===== src/rtl/isplata_pkg.sv =====
// isplata_pkg
//   Shared constants for the change-payout responder: FSM state encoding,
//   coin denominations, the largest payable amount and active-low 7-segment
//   patterns. Also holds the helpers that turn a raw request into the amount
//   actually paid and the error flag.
//   No ports (package).
package isplata_pkg;

  localparam logic [1:0] S_IDLE  = 2'd0;
  localparam logic [1:0] S_PULSE = 2'd1;
  localparam logic [1:0] S_GAP   = 2'd2;
  localparam logic [1:0] S_DONE  = 2'd3;

  localparam logic [4:0] COIN5      = 5'd5;
  localparam logic [4:0] COIN10     = 5'd10;
  localparam logic [4:0] MAX_AMOUNT = 5'd30;

  // Segment order is {g,f,e,d,c,b,a}; a 0 lights the segment.
  localparam logic [6:0] SEG_0     = 7'b1000000;
  localparam logic [6:0] SEG_1     = 7'b1111001;
  localparam logic [6:0] SEG_2     = 7'b0100100;
  localparam logic [6:0] SEG_3     = 7'b0110000;
  localparam logic [6:0] SEG_4     = 7'b0011001;
  localparam logic [6:0] SEG_5     = 7'b0010010;
  localparam logic [6:0] SEG_6     = 7'b0000010;
  localparam logic [6:0] SEG_7     = 7'b1111000;
  localparam logic [6:0] SEG_8     = 7'b0000000;
  localparam logic [6:0] SEG_9     = 7'b0010000;
  localparam logic [6:0] SEG_BLANK = 7'b1111111;

  // Over-range requests saturate to the maximum; otherwise the odd dinars
  // that no coin can cover are dropped.
  function automatic logic [4:0] payAmount(input logic [4:0] amount);
    if (amount > MAX_AMOUNT) begin
      return MAX_AMOUNT;
    end
    return amount - (amount % 5'd5);
  endfunction

  function automatic logic amountErr(input logic [4:0] amount);
    return (amount > MAX_AMOUNT) || ((amount % 5'd5) != 5'd0);
  endfunction

endpackage


===== src/rtl/isplata_kusura_seg7_dek.sv =====
// seg7_dek
//   Decodes one BCD digit to an active-low 7-segment pattern. Codes above 9
//   blank the digit.
//   Ports:
//     digit_i  in  4  BCD digit 0..9
//     seg_o    out 7  active-low segments {g,f,e,d,c,b,a}
module seg7_dek
  import isplata_pkg::*;
(
  input  logic [3:0] digit_i,
  output logic [6:0] seg_o
);

  always_comb begin
    seg_o = SEG_BLANK;
    case (digit_i)
      4'd0: seg_o = SEG_0;
      4'd1: seg_o = SEG_1;
      4'd2: seg_o = SEG_2;
      4'd3: seg_o = SEG_3;
      4'd4: seg_o = SEG_4;
      4'd5: seg_o = SEG_5;
      4'd6: seg_o = SEG_6;
      4'd7: seg_o = SEG_7;
      4'd8: seg_o = SEG_8;
      4'd9: seg_o = SEG_9;
      default: seg_o = SEG_BLANK;
    endcase
  end

endmodule


===== src/rtl/isplata_kusura.sv =====
// isplata_kusura
//   Change-payout responder. Accepts one change request over valid/ready,
//   pays it out greedily as timed coin-ejector pulses (10 before 5), shows
//   the unpaid remainder on two 7-seg digits and strobes done (with err when
//   the amount could not be paid exactly).
//   Ports:
//     CLOCK_50    in   1  clock, all state changes on posedge
//     RST         in   1  synchronous active-high reset
//     req_valid   in   1  change request present
//     req_amount  in   5  change in dinars
//     req_ready   out  1  idle, request accepted this cycle if valid
//     coin10      out  1  10-dinar ejector drive
//     coin5       out  1  5-dinar ejector drive
//     busy        out  1  payout in progress
//     done        out  1  one-cycle completion strobe
//     err         out  1  with done: amount was not a payable multiple of 5
//     remaining   out  5  unpaid change in dinars
//     HEX_ONES    out  7  active-low ones digit of remaining
//     HEX_TENS    out  7  active-low tens digit of remaining
module isplata_kusura
  import isplata_pkg::*;
#(
  parameter int PULSE_CYCLES = 50_000_000,
  parameter int GAP_CYCLES   = 25_000_000,
  parameter int CNT_W        = 26
) (
  input  logic       CLOCK_50,
  input  logic       RST,
  input  logic       req_valid,
  input  logic [4:0] req_amount,
  output logic       req_ready,
  output logic       coin10,
  output logic       coin5,
  output logic       busy,
  output logic       done,
  output logic       err,
  output logic [4:0] remaining,
  output logic [6:0] HEX_ONES,
  output logic [6:0] HEX_TENS
);

  localparam logic [CNT_W-1:0] PULSE_LAST = CNT_W'(PULSE_CYCLES - 1);
  localparam logic [CNT_W-1:0] GAP_LAST   = CNT_W'(GAP_CYCLES - 1);

  logic [1:0]       state_q, state_d;
  logic [CNT_W-1:0] cnt_q, cnt_d;
  logic [4:0]       rem_q, rem_d;
  logic             errPend_q, errPend_d;
  logic [4:0]       loadAmount;
  logic [4:0]       coinValue;
  logic [3:0]       onesDigit, tensDigit;

  assign loadAmount = payAmount(req_amount);

  // remaining is frozen for the whole pulse, so deciding the coin from it
  // gives a selection that is fixed on entry to PULSE.
  assign coinValue = (rem_q >= COIN10) ? COIN10 : COIN5;

  // The counter restarts on every state change so each state times itself.
  always_comb begin
    state_d   = state_q;
    cnt_d     = cnt_q + CNT_W'(1);
    rem_d     = rem_q;
    errPend_d = errPend_q;
    case (state_q)
      S_IDLE: begin
        cnt_d = '0;
        if (req_valid) begin
          rem_d     = loadAmount;
          errPend_d = amountErr(req_amount);
          state_d   = (loadAmount != 5'd0) ? S_PULSE : S_DONE;
        end
      end
      S_PULSE: begin
        if (cnt_q == PULSE_LAST) begin
          rem_d   = rem_q - coinValue;
          state_d = S_GAP;
          cnt_d   = '0;
        end
      end
      S_GAP: begin
        if (cnt_q == GAP_LAST) begin
          state_d = (rem_q != 5'd0) ? S_PULSE : S_DONE;
          cnt_d   = '0;
        end
      end
      default: begin
        state_d   = S_IDLE;
        errPend_d = 1'b0;
        cnt_d     = '0;
      end
    endcase
  end

  always_ff @(posedge CLOCK_50) begin
    if (RST) begin
      state_q   <= S_IDLE;
      cnt_q     <= '0;
      rem_q     <= 5'd0;
      errPend_q <= 1'b0;
    end else begin
      state_q   <= state_d;
      cnt_q     <= cnt_d;
      rem_q     <= rem_d;
      errPend_q <= errPend_d;
    end
  end

  // Every control output decodes registers only, so nothing on req_* can
  // ripple through to the ejectors or the handshake.
  assign req_ready = (state_q == S_IDLE);
  assign busy      = (state_q != S_IDLE);
  assign done      = (state_q == S_DONE);
  assign err       = (state_q == S_DONE) && errPend_q;
  assign coin10    = (state_q == S_PULSE) && (rem_q >= COIN10);
  assign coin5     = (state_q == S_PULSE) && (rem_q < COIN10);
  assign remaining = rem_q;

  assign tensDigit = 4'(rem_q / 5'd10);
  assign onesDigit = 4'(rem_q % 5'd10);

  seg7_dek uOnes (
    .digit_i (onesDigit),
    .seg_o   (HEX_ONES)
  );

  seg7_dek uTens (
    .digit_i (tensDigit),
    .seg_o   (HEX_TENS)
  );

endmodule


===== config.mk =====
export PLATFORM = sky130hd
export DESIGN_NAME = isplata_kusura
export DESIGN_NICKNAME = d
export VERILOG_FILES = /design/src/rtl/isplata_pkg.sv /design/src/rtl/isplata_kusura_seg7_dek.sv /design/src/rtl/isplata_kusura.sv
export SDC_FILE = /design/constraint.sdc
export NUM_CORES = 1
export LEC_CHECK = 0
export ABC_AREA = 1
export CORE_UTILIZATION = 42
export CTS_BUF_LIST = sky130_fd_sc_hd__clkbuf_8
export DETAILED_ROUTE_END_ITERATION = 8
export GPL_TIMING_DRIVEN = 0
export PLACE_DENSITY = 0.71
export SLEW_MARGIN = 20
export SYNTH_ARGS = -nofsm -noshare
export SYNTH_HDL_FRONTEND = slang
export SYNTH_SLANG_ARGS = --single-unit

===== constraint.sdc =====
create_clock -name CLOCK_50 -period 5.4 [get_ports CLOCK_50]
set_input_delay 1.62 -clock CLOCK_50 [delete_from_list [all_inputs] [get_ports CLOCK_50]]
set_output_delay 1.62 -clock CLOCK_50 [all_outputs]
set_load 0.03 [all_outputs]

# Word level (Yosys, flattened, before mapping)
# Memories as Yosys holds them, arrays and structs flattened.
# Index checks and enable logic that the tools add are counted.
# Widths: inputs -> output; s select.
# classes
bitwise_logic	1
add_sub_neg	3
n_reduce_logical	14
muxes	18
n_lt_le_gt_ge	3
eq_ne	8
div	3
# op_table
cell	n
$mux 26	2
$pmux 26 s2	1
$add 26x1->26 const B	1
$eq 26x25->1 const B	1
$eq 26x26->1 const B	1
$mux 5	4
$reduce_bool 5->1	3
$mux 2	5
$pmux 5 s2	1
$ne 2x2->1 const B	3
$pmux 2 s3	1
$reduce_and 3->1	2
$div 5x4->5 const B	1
$ge 5x4->1 const B	1
$gt 5x5->1 const B	1
$lt 5x4->1 const B	1
$mod 5x3->5 const B	1
$mod 5x4->5 const B	1
$sub 5x4->5	1
$sub 5x5->5	1
$eq 2x2->1 const B	2
$mux 4	1
$reduce_bool 2->1	2
$logic_and 1x1->1	3
other kinds (8)	9
# word_totals
output_inout_bits	25
regBits	34
memories	2
mem_bits_ro	224
input_bits	8
elab_cells	56
# mem_list
name	words	word_bits	rd	rd_clocked_by_memory_dff	wr	line_no	source
(no name shown)	16	7	1	0	0	isplata_kusura_seg7_dek.sv:16	case (digit_i)
(no name shown)	16	7	1	0	0	isplata_kusura_seg7_dek.sv:16	

# Longest topological paths before layout
# Gate-level depths: netlist of run 1.
# depth
ltp_word	7
mapped_depth	28
depth_no_buf	28

# Modules after synthesis
# From an unflattened synthesis of run 1, not the netlist that was laid out.
# unflattened
cells_unflattened	438
area_unflattened_um2	2919.0
# by_module_without_submodules
module	seq_area_each_um2	cells_per_inst	n_inst	area_each_um2
isplata_kusura	680.7	368	1	2543.7
seg7_dek	0.0	35	2	187.7

# Least setup slack after synthesis of run 1
# OpenSTA, ideal clock, no wires.
# synth_timing
path_type	flip-flop to output port
from	reg rem_q[3], in the netlist remaining[3]
to	out HEX_ONES[5]
path_stages_with_launch	16
slack_ns	0.740
t_required_ns	3.780
t_arrival_ns	3.040
cell_sequence	dfxtp_1 inv_1 ha_1 nor2_2 nor2_4 xor2_2 ha_1 nand3b_1 nand2_1 nand2_2 xor2_1 inv_1 ha_1 inv_1 nor2_1 o21ai_1
# synth_via
elab_chain_len	2
# synth_rtl
item	line_no	source
start, declared	isplata_kusura.sv:47	logic [4:0] rem_q, rem_d;
start signal, assigned	isplata_kusura.sv:104	rem_q <= rem_d;
$mod 5x4->5	isplata_kusura.sv:120	assign onesDigit = 4'(rem_q % 5'd10);
$mem_v2 16x7	--	
end, declared	isplata_kusura.sv:38	output logic [6:0] HEX_ONES,
# No other way between the ends.

# Final worst setup path of run 1
# layout_timing
from	reg rem_q[3], in the netlist remaining[3]
to	out HEX_ONES[6]
# Same word-level chain as after synthesis.

==> results.md, run 1 <==
- Reg-to-Reg Start: remaining[2]
- Total Wirelength: 5910 µm
- Inserted Diodes: 0
- Post-Syn Area: around 0.0027 mm²
- Setup CP Type: reg2out
- Reg-to-Reg End: remaining[4]
- Adder-Cell Fraction of Synth Area: between 10% and 20%
- Core ar.: around 0.0063 mm²
- DPL Wire Length: about 4700 µm
- Area grow syn2layout: 20.1%
- CP Data Required Time: approximately 3.8 ns
- Initial antenna violation count: 0
- Seq/Total Area, Yosys: ~25%
- Port bufs: 30
- Synth unique cells: 41
- Tmin final: 5.05 ns
- Synth Area in Simple Gates: between 30% and 40%
- Cells after synthesis: about 410
- Mean Syn Cell Area: 6.62 µm²
- DR vias: between 2000 and 3000
- CTS Root Buffer Type: clkbuf_8
- Fin Clk Skew: between 0.01 and 0.015 ns
- Max-Cap Viols: 0
- Cell Chain, Critical Path: inv_1, ha_1, nor2_2, nor2_4, xor2_2, ha_1, nand3b_1, nand2_1, nand2_2, inv_2, or2_1, xor2_2, o21ai_1, o21ai_1, clkdlybuf4s50_1
- Hold Path Stages: 1
- Slew HR: a little under three fifths
- Layout cells sized above 1: approximately 7.3%
- Initial core utilization: between 40 and 50%
- Chip width: approximately 83 µm
- Gpl congestion: 0.888
- Fin. max-slew vios: 0
- XOR/XNOR share of the synthesized area: around 5.7%
- Complex-gate fraction of the synthesized area: 11.8%
- Nets: 486
- CTS Hold Bufs: 0
- Pwr Total: roughly 0.0022 W
- Setup Viol. Count Final: 0
- Max stage delay on crit path: 0.68 ns
- Clock tree buffer depth: 2
- Slowest-stage cell, CP: clkdlybuf4s50_1
- Initial DRC count: about 120
- Power density cells: around 680 mW/mm²
- Hold crit path type: reg2reg
- Number of synthesized register bits: 34
- Leading cell type in the layout, fill and taps excluded: nand2_1
- Path length in cells of the critical path: 15
- 1st-pass router iterations: 6
- H-Tree Depth: 2
- Mux contribution to synthesized area: 0%
- Final Hold Fails: 0
- Crit-path leading delay family: buffers and inverters
- Routed len/inst: approximately 11 µm
- Setup_tns: 0 ns
- Maximum number of pins on one net before global-route repair: 13
- Maximum VDD drop: 0.859 mV
- Crit. End Element: output port
- Post-CTS Setup Bufs: 0
- Most frequent cells in the layout: 80 x nand2_1, 62 x inv_1, 58 x nor2_1
- Hold Crit Endpoint: cnt_q[0]
- Period utilization: around 94%
- CTS clk-pin slew, worst paths: 0.08 ns
- Standard-cell row count: 29
- Clk sinks: 34
- Yosys Warn Count: 0
- DRC viols: 0
- PostCTS Resize Cnt: 0
- Clock Latency Late Sink: 0.29 ns
- Gr usage total: between 10% and 20%
- TritonCTS clock tree: done
- Synthesized Nets: between 400 and 500
- Critical Path Start Type: flop
- Outcome: completed
- Crit path arrival time: 3.43 ns
- Post-route ant nets: 0
- Global-route wire length before repair: approximately 10000 µm
- Leakage power: 1.42 nW
- Crit path max fanout: 7
- Worst-margin pin slew: 0.664 ns
- R2R Setup Slk: around 2.7 ns
- Util after Layout: a little over half
- Boundary pin count: 33
- Largest family of logic cells by synthesized area: simple AND/OR/NAND/NOR gates
- RSZ-0062 raised after global routing: no
- FF-to-FF path depth: 15
- Num CTS Buffers: 5
- Origin of the worst min-delay path: cnt_q[0]
- Worst path bufs/invs: 3
- Vias in the first global route: roughly 2400
- GRT overflow: 0
- Vert. Die Dim: about 83 µm
- Avg Vias per Cell: approximately 5
- Fmax: 198 MHz
- Die footprint: a little under 0.007 mm²
==> power breakdown <==
group | switching (W) | leakage [nW] | total [W] | internal, W
clock network | 0.0000974 | 0.0683 | 0.000282 | 0.000185
registers | 0.0000484 | 0.275 | 0.000329 | 0.000280
logic | 0.000996 | 1.07 | 0.00162 | 0.000621
total | 0.00114 | 1.42 | 0.00223 | 0.00109
==> worst reg2reg max path, stage by stage (launching register included) <==
cell     delay (ns)
dfxtp_1        0.45
inv_1          0.16
ha_1           0.22
inv_1          0.05
nor2_1         0.04
nor2_1         0.31
ha_1           0.22
inv_1          0.06
fa_1           0.40
a21oi_1        0.14
nor2_1         0.06
nor2_1         0.10
xor2_1         0.17
nand2_1        0.07
nand3_1        0.10
a21oi_1        0.06
==> cell usage after synthesis (all sizes together) <==
| library cell | count | share of area, % |
|---|---|---|
| dfxtp | 34 | 25 |
| a221oi | 2 | 0.64 |
| xnor2 | 2 | 0.64 |
| nor4 | 6 | 1.4 |
| ha | 26 | 12 |
| a31oi | 3 | 0.69 |
| buf | 5 | 1.1 |
| o211ai | 2 | 0.73 |
| o21ai | 26 | 5.6 |
| a21o | 1 | 0.27 |
| fa | 2 | 1.5 |
| or2 | 3 | 0.69 |
| xor2 | 14 | 5.0 |
| nor3b | 2 | 0.55 |
| a41oi | 1 | 0.32 |
| conb | 1 | 0.14 |
| nor2 | 61 | 8.8 |
| nand4 | 12 | 2.7 |
| nand2 | 82 | 11 |
| a21oi | 11 | 2.0 |
| and2 | 1 | 0.23 |
| clkbuf | 1 | 0.14 |
| nand3 | 25 | 4.6 |
| nand3b | 2 | 0.55 |
| nor3 | 12 | 2.2 |
| inv | 69 | 9.5 |
| a211oi | 5 | 1.4 |
| o22ai | 1 | 0.23 |
| or4 | 1 | 0.27 |
==> logic make-up (layout without fill, tap and decap cells) <==
kind of cell / count (synthesis) / after routing
compound gates: 52 / 52
other cells: 1 / 1
buf+inv: 75 / 113
xor+xnor: 16 / 16
fa+ha+maj: 28 / 28
flops: 34 / 34
simple gates: 207 / 207
==> sequential cells by signal, indices dropped and copies added, names as in the netlist <==
| register | cells |
|---|---|
| cnt_q | 26 |
| remaining | 5 |
| state_q | 2 |
| errPend_q | 1 |
==> cell type report <==
type / count / area [µm²]
Sequential cell: 34 / 681
Fill cell: 613 / 3030
Timing Repair Buffer: 30 / 308
Inverter: 69 / 259
Clock inverter: 3 / 68.8
Clock buffer: 5 / 68.8
Multi-Input combinational cell: 304 / 1770
Tap cell: 77 / 96.3
Buffer: 6 / 32.5
==> worst max-delay path by stage <==
stage                       end  slack [ns]     startpoint
finish              HEX_ONES[6]        0.35   remaining[3]
global route        HEX_ONES[3]       0.009   remaining[3]
CTS                 HEX_ONES[5]        0.17   remaining[3]
detailed placement   state_q[1]        0.33  req_amount[4]
global placement     state_q[1]        0.42  req_amount[3]
floorplan           HEX_ONES[5]        0.74   remaining[3]
==> layer usage <==
| metal | track usage (%) | vias to the layer above | wire length [µm] | share of wire, % |
|---|---|---|---|---|
| li1 | - | 1411 | - | - |
| met1 | 24.3 | 1193 | 2870 | 49 |
| met2 | 32.0 | 56 | 2710 | 46 |
| met3 | 3.85 | 6 | 272 | 4.6 |
| met4 | 4.14 | 0 | 56 | 0.95 |
| met5 | 0 | - | 0 | 0 |
==> per-stage QoR <==
step,cell area [µm²],setup WS [ns],std cells,hold WS (ns)
after CTS,3270,0.174,528,0.452
after global placement,3130,0.418,520,0.430
final,3280,0.348,528,0.446
after floorplan,2740,0.740,413,0.418
after detailed placement,3130,0.328,520,0.435
after global routing,3280,0.00915,528,0.489
Power figures use the tool's default switching activity.
==> run 2: changes to the inputs <==
CTS_CLUSTER_DIAMETER = 50   (was default)
==> results of run 2 <==
No change in the layout: final DEF, timing and power equal those of run 1.
==> RTL edit 1 (flow settings as in run 1) <==
`CNT_W`: 26 -> 22.
--- a/src/rtl/isplata_kusura.sv
+++ b/src/rtl/isplata_kusura.sv
@@ -24,3 +24,3 @@
   parameter int GAP_CYCLES   = 25_000_000,
-  parameter int CNT_W        = 26
+  parameter int CNT_W        = 22
 ) (
Behaviour: same outputs for any inputs over 10 cycles, from zero or initial values and one cycle with RST high; that may be too few to reach the edited logic, so the function may still have changed.
==> RTL edit 1 against run 1 <==
Wire length down 5.7%. Highest routed layer unchanged. Global-route usage down 0.56 points. Critical path type unchanged. Final area down 1.9%. Largest power group unchanged. Power down 27%. Largest cell class unchanged. Setup slack better by 0.0040 ns. Synthesized area down 0.82%. Sequential cell count down 4. Die area down 0.81%. Critical endpoint is now HEX_ONES[4].
==> RTL edit 1: results (changes against run 1) <==
place:
  dp.final_hpwl_mm: 4.54  # -3.7%
  postPlaceCellArea_sq_mm: 0.00311  # -0.80%
  gp_congestion: 0.877  # -1.3%
  dp.cells: 489  # -6.0%
synthesis:
  synth-seq-area-share: 0.221  # -0.0275
  synthTopCellsByCount: "57 x inv_1, 48 x nand2_1, 44 x nor2_1"
  synth.avg_cell_area_sq_um: 7.06  # +6.7%
  synth_cell_type_count: 44  # +7.3%
drt:
  post_drt_wl_per_cell_um: 11.2  # +0.22%
  drt_iter0_drc: 106  # -9.4%
  drt-pass1-iter-count: 4  # -2
  viasPerCell: 5.04  # -0.18%
  m1WireLength_mm: 2.69  # -6.4%
cells_and_area:
  largest_register_ffs: 22  # -15%
  fill_cells: 595  # -2.9%
  nets: 456  # -6.2%
global_route:
  grt_pass1_vias: 2324  # -1.4%
  use_met1: 0.222  # -0.0205
  track_usage: 0.182  # -0.00558
  use_met3: 0.0396  # +0.00110
  grt_pass1_wl_mm: 9.71  # -3.3%
  use_met2: 0.318  # -0.00149
worst_setup_path:
  r2r_cells: 13  # -2
  reg2reg_from: "remaining[1]$_SDFFE_PP0P_"
  critPathMaxFanout: 6  # -1
pwr:
  seq_power_share: 0.169  # +0.021
  share_comb_of_total_power: 0.694  # -0.032
  peakVddDrop_uv: 544  # -37%
  pwr_density_cell_mw_per_mm2: 507  # -25%
sta:
  fin_skew_ns: 0.00671  # -0.00334 ns
  hold_ws_ns: 0.459  # +0.0128 ns
run_status:
  status: "complete, no violations"
RTL edit 1: changes by cell type after synthesis, sizes merged, moves of 3 or more:
cell | before | now
dfxtp | 34 | 30
nand2 | 82 | 60
nor2 | 61 | 52
a21oi | 11 | 19
o21a | 0 | 3
nand4 | 12 | 5
inv | 69 | 66
RTL edit 1: final cells by class:
cell class	count	area share
Clock buffer	5	0.0214
Tap cell	75	0.0291
Timing Repair Buffer	30	0.0955
Multi-Input combinational cell	282	0.569
Sequential cell	30	0.186
Inverter	66	0.0769
Buffer	6	0.00932
Clock inverter	3	0.0124
RTL edit 1: kinds of logic after synthesis:
kind of cell               after synthesis  share of synthesized area
and+or+nand+nor                        174                      0.341
other                                    1                    0.00138
buffers and inverters                   72                      0.102
xor gates and xnor gates                14                     0.0480
AOI/OAI and AO/OA                       66                      0.156
adders and majority gates               27                      0.130
DFF                                     30                      0.221
RTL edit 1: repair_timing:
action,4_1_cts,5_1_grt
buffers inserted,0,0
gates resized for setup,0,3
endpoints found under the setup margin,0,3
hold buffers,0,0
==> RTL edit 2 (settings of run 1) <==
Made on the original files. Make the reset (`RST`) asynchronous in one clocked block. Comments in the files are not updated.
--- a/src/rtl/isplata_kusura.sv
+++ b/src/rtl/isplata_kusura.sv
@@ -94,3 +94,3 @@
 
-  always_ff @(posedge CLOCK_50) begin
+  always_ff @(posedge CLOCK_50 or posedge RST) begin
     if (RST) begin
Formal check against the unedited RTL: differs if RST is asserted again (counterexample within 4 cycles, from zero or initial values and one cycle with RST high); with RST held inactive, the same outputs for 10 cycles.
==> RTL edit 2 against run 1 <==
Cell count fell by 3.2%. Fmax fell by 1.4%. Critical path type unchanged. Synthesized area increased by 6.0%. Wire length increased by 2.0%. Final area grew 4.0%. Synthesized cell count is 4.1% lower. First-iteration DRC count is 12% higher. Setup slack got worse by 0.070 ns. Sequential cell count unchanged.
Power is left out: the tool's default activity adds up to more than one toggle a clock period on the data nets, which glitch-free logic cannot reach.
==> RTL edit 2: results (changes against run 1) <==
cells_and_area:
  clock_area_frac: 0.0319  # -0.0100
  multi_input_cells: 302  # -0.66%
  multi_input_area_share: 0.531  # -0.00828
  antenna_cells: 0  # unchanged
  inverters: 55  # -20%
  final-nonclk-buf-share: 0.0996  # -0.00399
  ff_latch_area_sq_um: 851  # +25%
  final_layout_size_suffix_gt1_frac: 0.0922  # +0.0190
  buffers_excl_clock: 35  # -2.8%
  n_sequential_cell: 34  # unchanged
  nets: 469  # -3.5%
  fill_cells: 644  # +5.1%
worst_setup_path:
  critPathTopFamily: "buffers and inverters"
  critPathSlowestCell: "clkdlybuf4s50_1"
  critPathMaxFanout: 7  # unchanged
  worstReg2RegEnd: "remaining[4]$_DFFE_PP0P_"
  r2r_cells: 14  # -1
  reg2reg_slack_ns: 2.85  # +0.17 ns
  cpPeakStageDelay_ns: 0.59  # -0.09 ns
  reg2reg_from: "remaining[2]$_DFFE_PP0P_"
  cp.arrival_ns: 3.50  # +0.07 ns
drt:
  vias: 2581  # -3.2%
  drt-pass1-iter-count: 4  # -2
  totalWireLength_mm: 6.03  # +2.0%
  drt_iter0_drc: 131  # +12%
synthesis:
  synth_area_leaders: "dfrtp_1 29%, ha_1 11%, nand2_1 11%"
  synthTopCellsByCount: "84 x nand2_1, 51 x nor2_1, 50 x inv_1"
  synth-seq-area-share: 0.293  # +0.0445
  synth.net_count: 432  # -3.8%
  yosysWarningCount: 0  # unchanged
  synth_cell_type_count: 41  # unchanged
  postSynth.asyncResetShare: 1.00  # +1.00
  ys.flop_type: "dfrtp_1"
global_route:
  grt_pass1_wl_mm: 10.3  # +3.0%
  antenna_found_initial: 0  # unchanged
  track_usage: 0.174  # -0.0135
  grt_pass1_vias: 2367  # +0.47%
  grt_max_degree: 35  # +22
place:
  gp_congestion: 0.826  # -7.0%
  dp.final_hpwl_mm: 4.71  # -0.22%
  portBuffers: 30  # unchanged
sta:
  fin_skew_ns: 0.00595  # -0.00410 ns
  relSlewSlack: 0.533  # -0.0207
clock_network:
  clock_latency_ns: 0.29  # about the same
  clock-root-buffer: "clkbuf_8"
  path_clk_slew_ns: 0.07
  cts_buffer_depth: 2  # unchanged
  cts_setup_buffers: 0  # unchanged
  htreeDepth: 2  # unchanged
hold_path:
  hold_path.class: "reg2reg"
  min_to: "cnt_q[0]$_DFF_PP0_"
  min_from: "cnt_q[0]$_DFF_PP0_"
run_status:
  status: "complete, no violations"
[RTL edit 2: what timing repair did]
action                     4_1_cts  5_1_grt
gates resized for setup          0        4
hold buffers                     0        0
setup endpoints to repair        0        4
[RTL edit 2: cells by family after synthesis]
group	after synthesis	synth area share
and+or+nand+nor	209	0.327
buffers and inverters	60	0.0815
AOI/OAI and AO/OA	41	0.0897
DFF	34	0.293
adders and majority gates	28	0.126
xor gates and xnor gates	23	0.0811
other	1	0.00129
[RTL edit 2: how the worst max path moves through the flow]
| stage | start | endpoint | slack [ns] |
|---|---|---|---|
| 3_5_place_dp | req_amount[3] | state_q[1]$_DFFE_PP0P_ | 0.30 |
| 5_1_grt | remaining[3]$_DFFE_PP0P_ | HEX_ONES[3] | 0.03 |
| 4_1_cts | remaining[3]$_DFFE_PP0P_ | HEX_ONES[4] | 0.15 |
| 6_report | remaining[3]$_DFFE_PP0P_ | HEX_ONES[3] | 0.28 |
| 2_1_floorplan | remaining[3]$_DFFE_PP0P_ | HEX_ONES[4] | 0.58 |
| 3_3_place_gp | req_amount[2] | state_q[1]$_DFFE_PP0P_ | 0.41 |
[RTL edit 2: routing by layer]
layer  global-route usage  vias up  wire length, um
met3               0.0243        6              217
met4               0.0508        0               82
met2                0.295       53             2830
li1                     -     1351                -
met5                    0        -                0
met1                0.232     1171             2900
[RTL edit 2: stage by stage]
step | hold slack (ns) | std cells | setup WS, ns | utilization | area (sq um)
after global routing | 0.498 | 511 | 0.0310 | 0.526 | 3420
after global placement | 0.449 | 503 | 0.415 | 0.508 | 3300
after detailed placement | 0.450 | 503 | 0.300 | 0.508 | 3300
after CTS | 0.460 | 511 | 0.146 | 0.524 | 3410
after floorplan | 0.433 | 396 | 0.575 | - | 2900
final | 0.457 | 511 | 0.277 | 0.526 | 3420
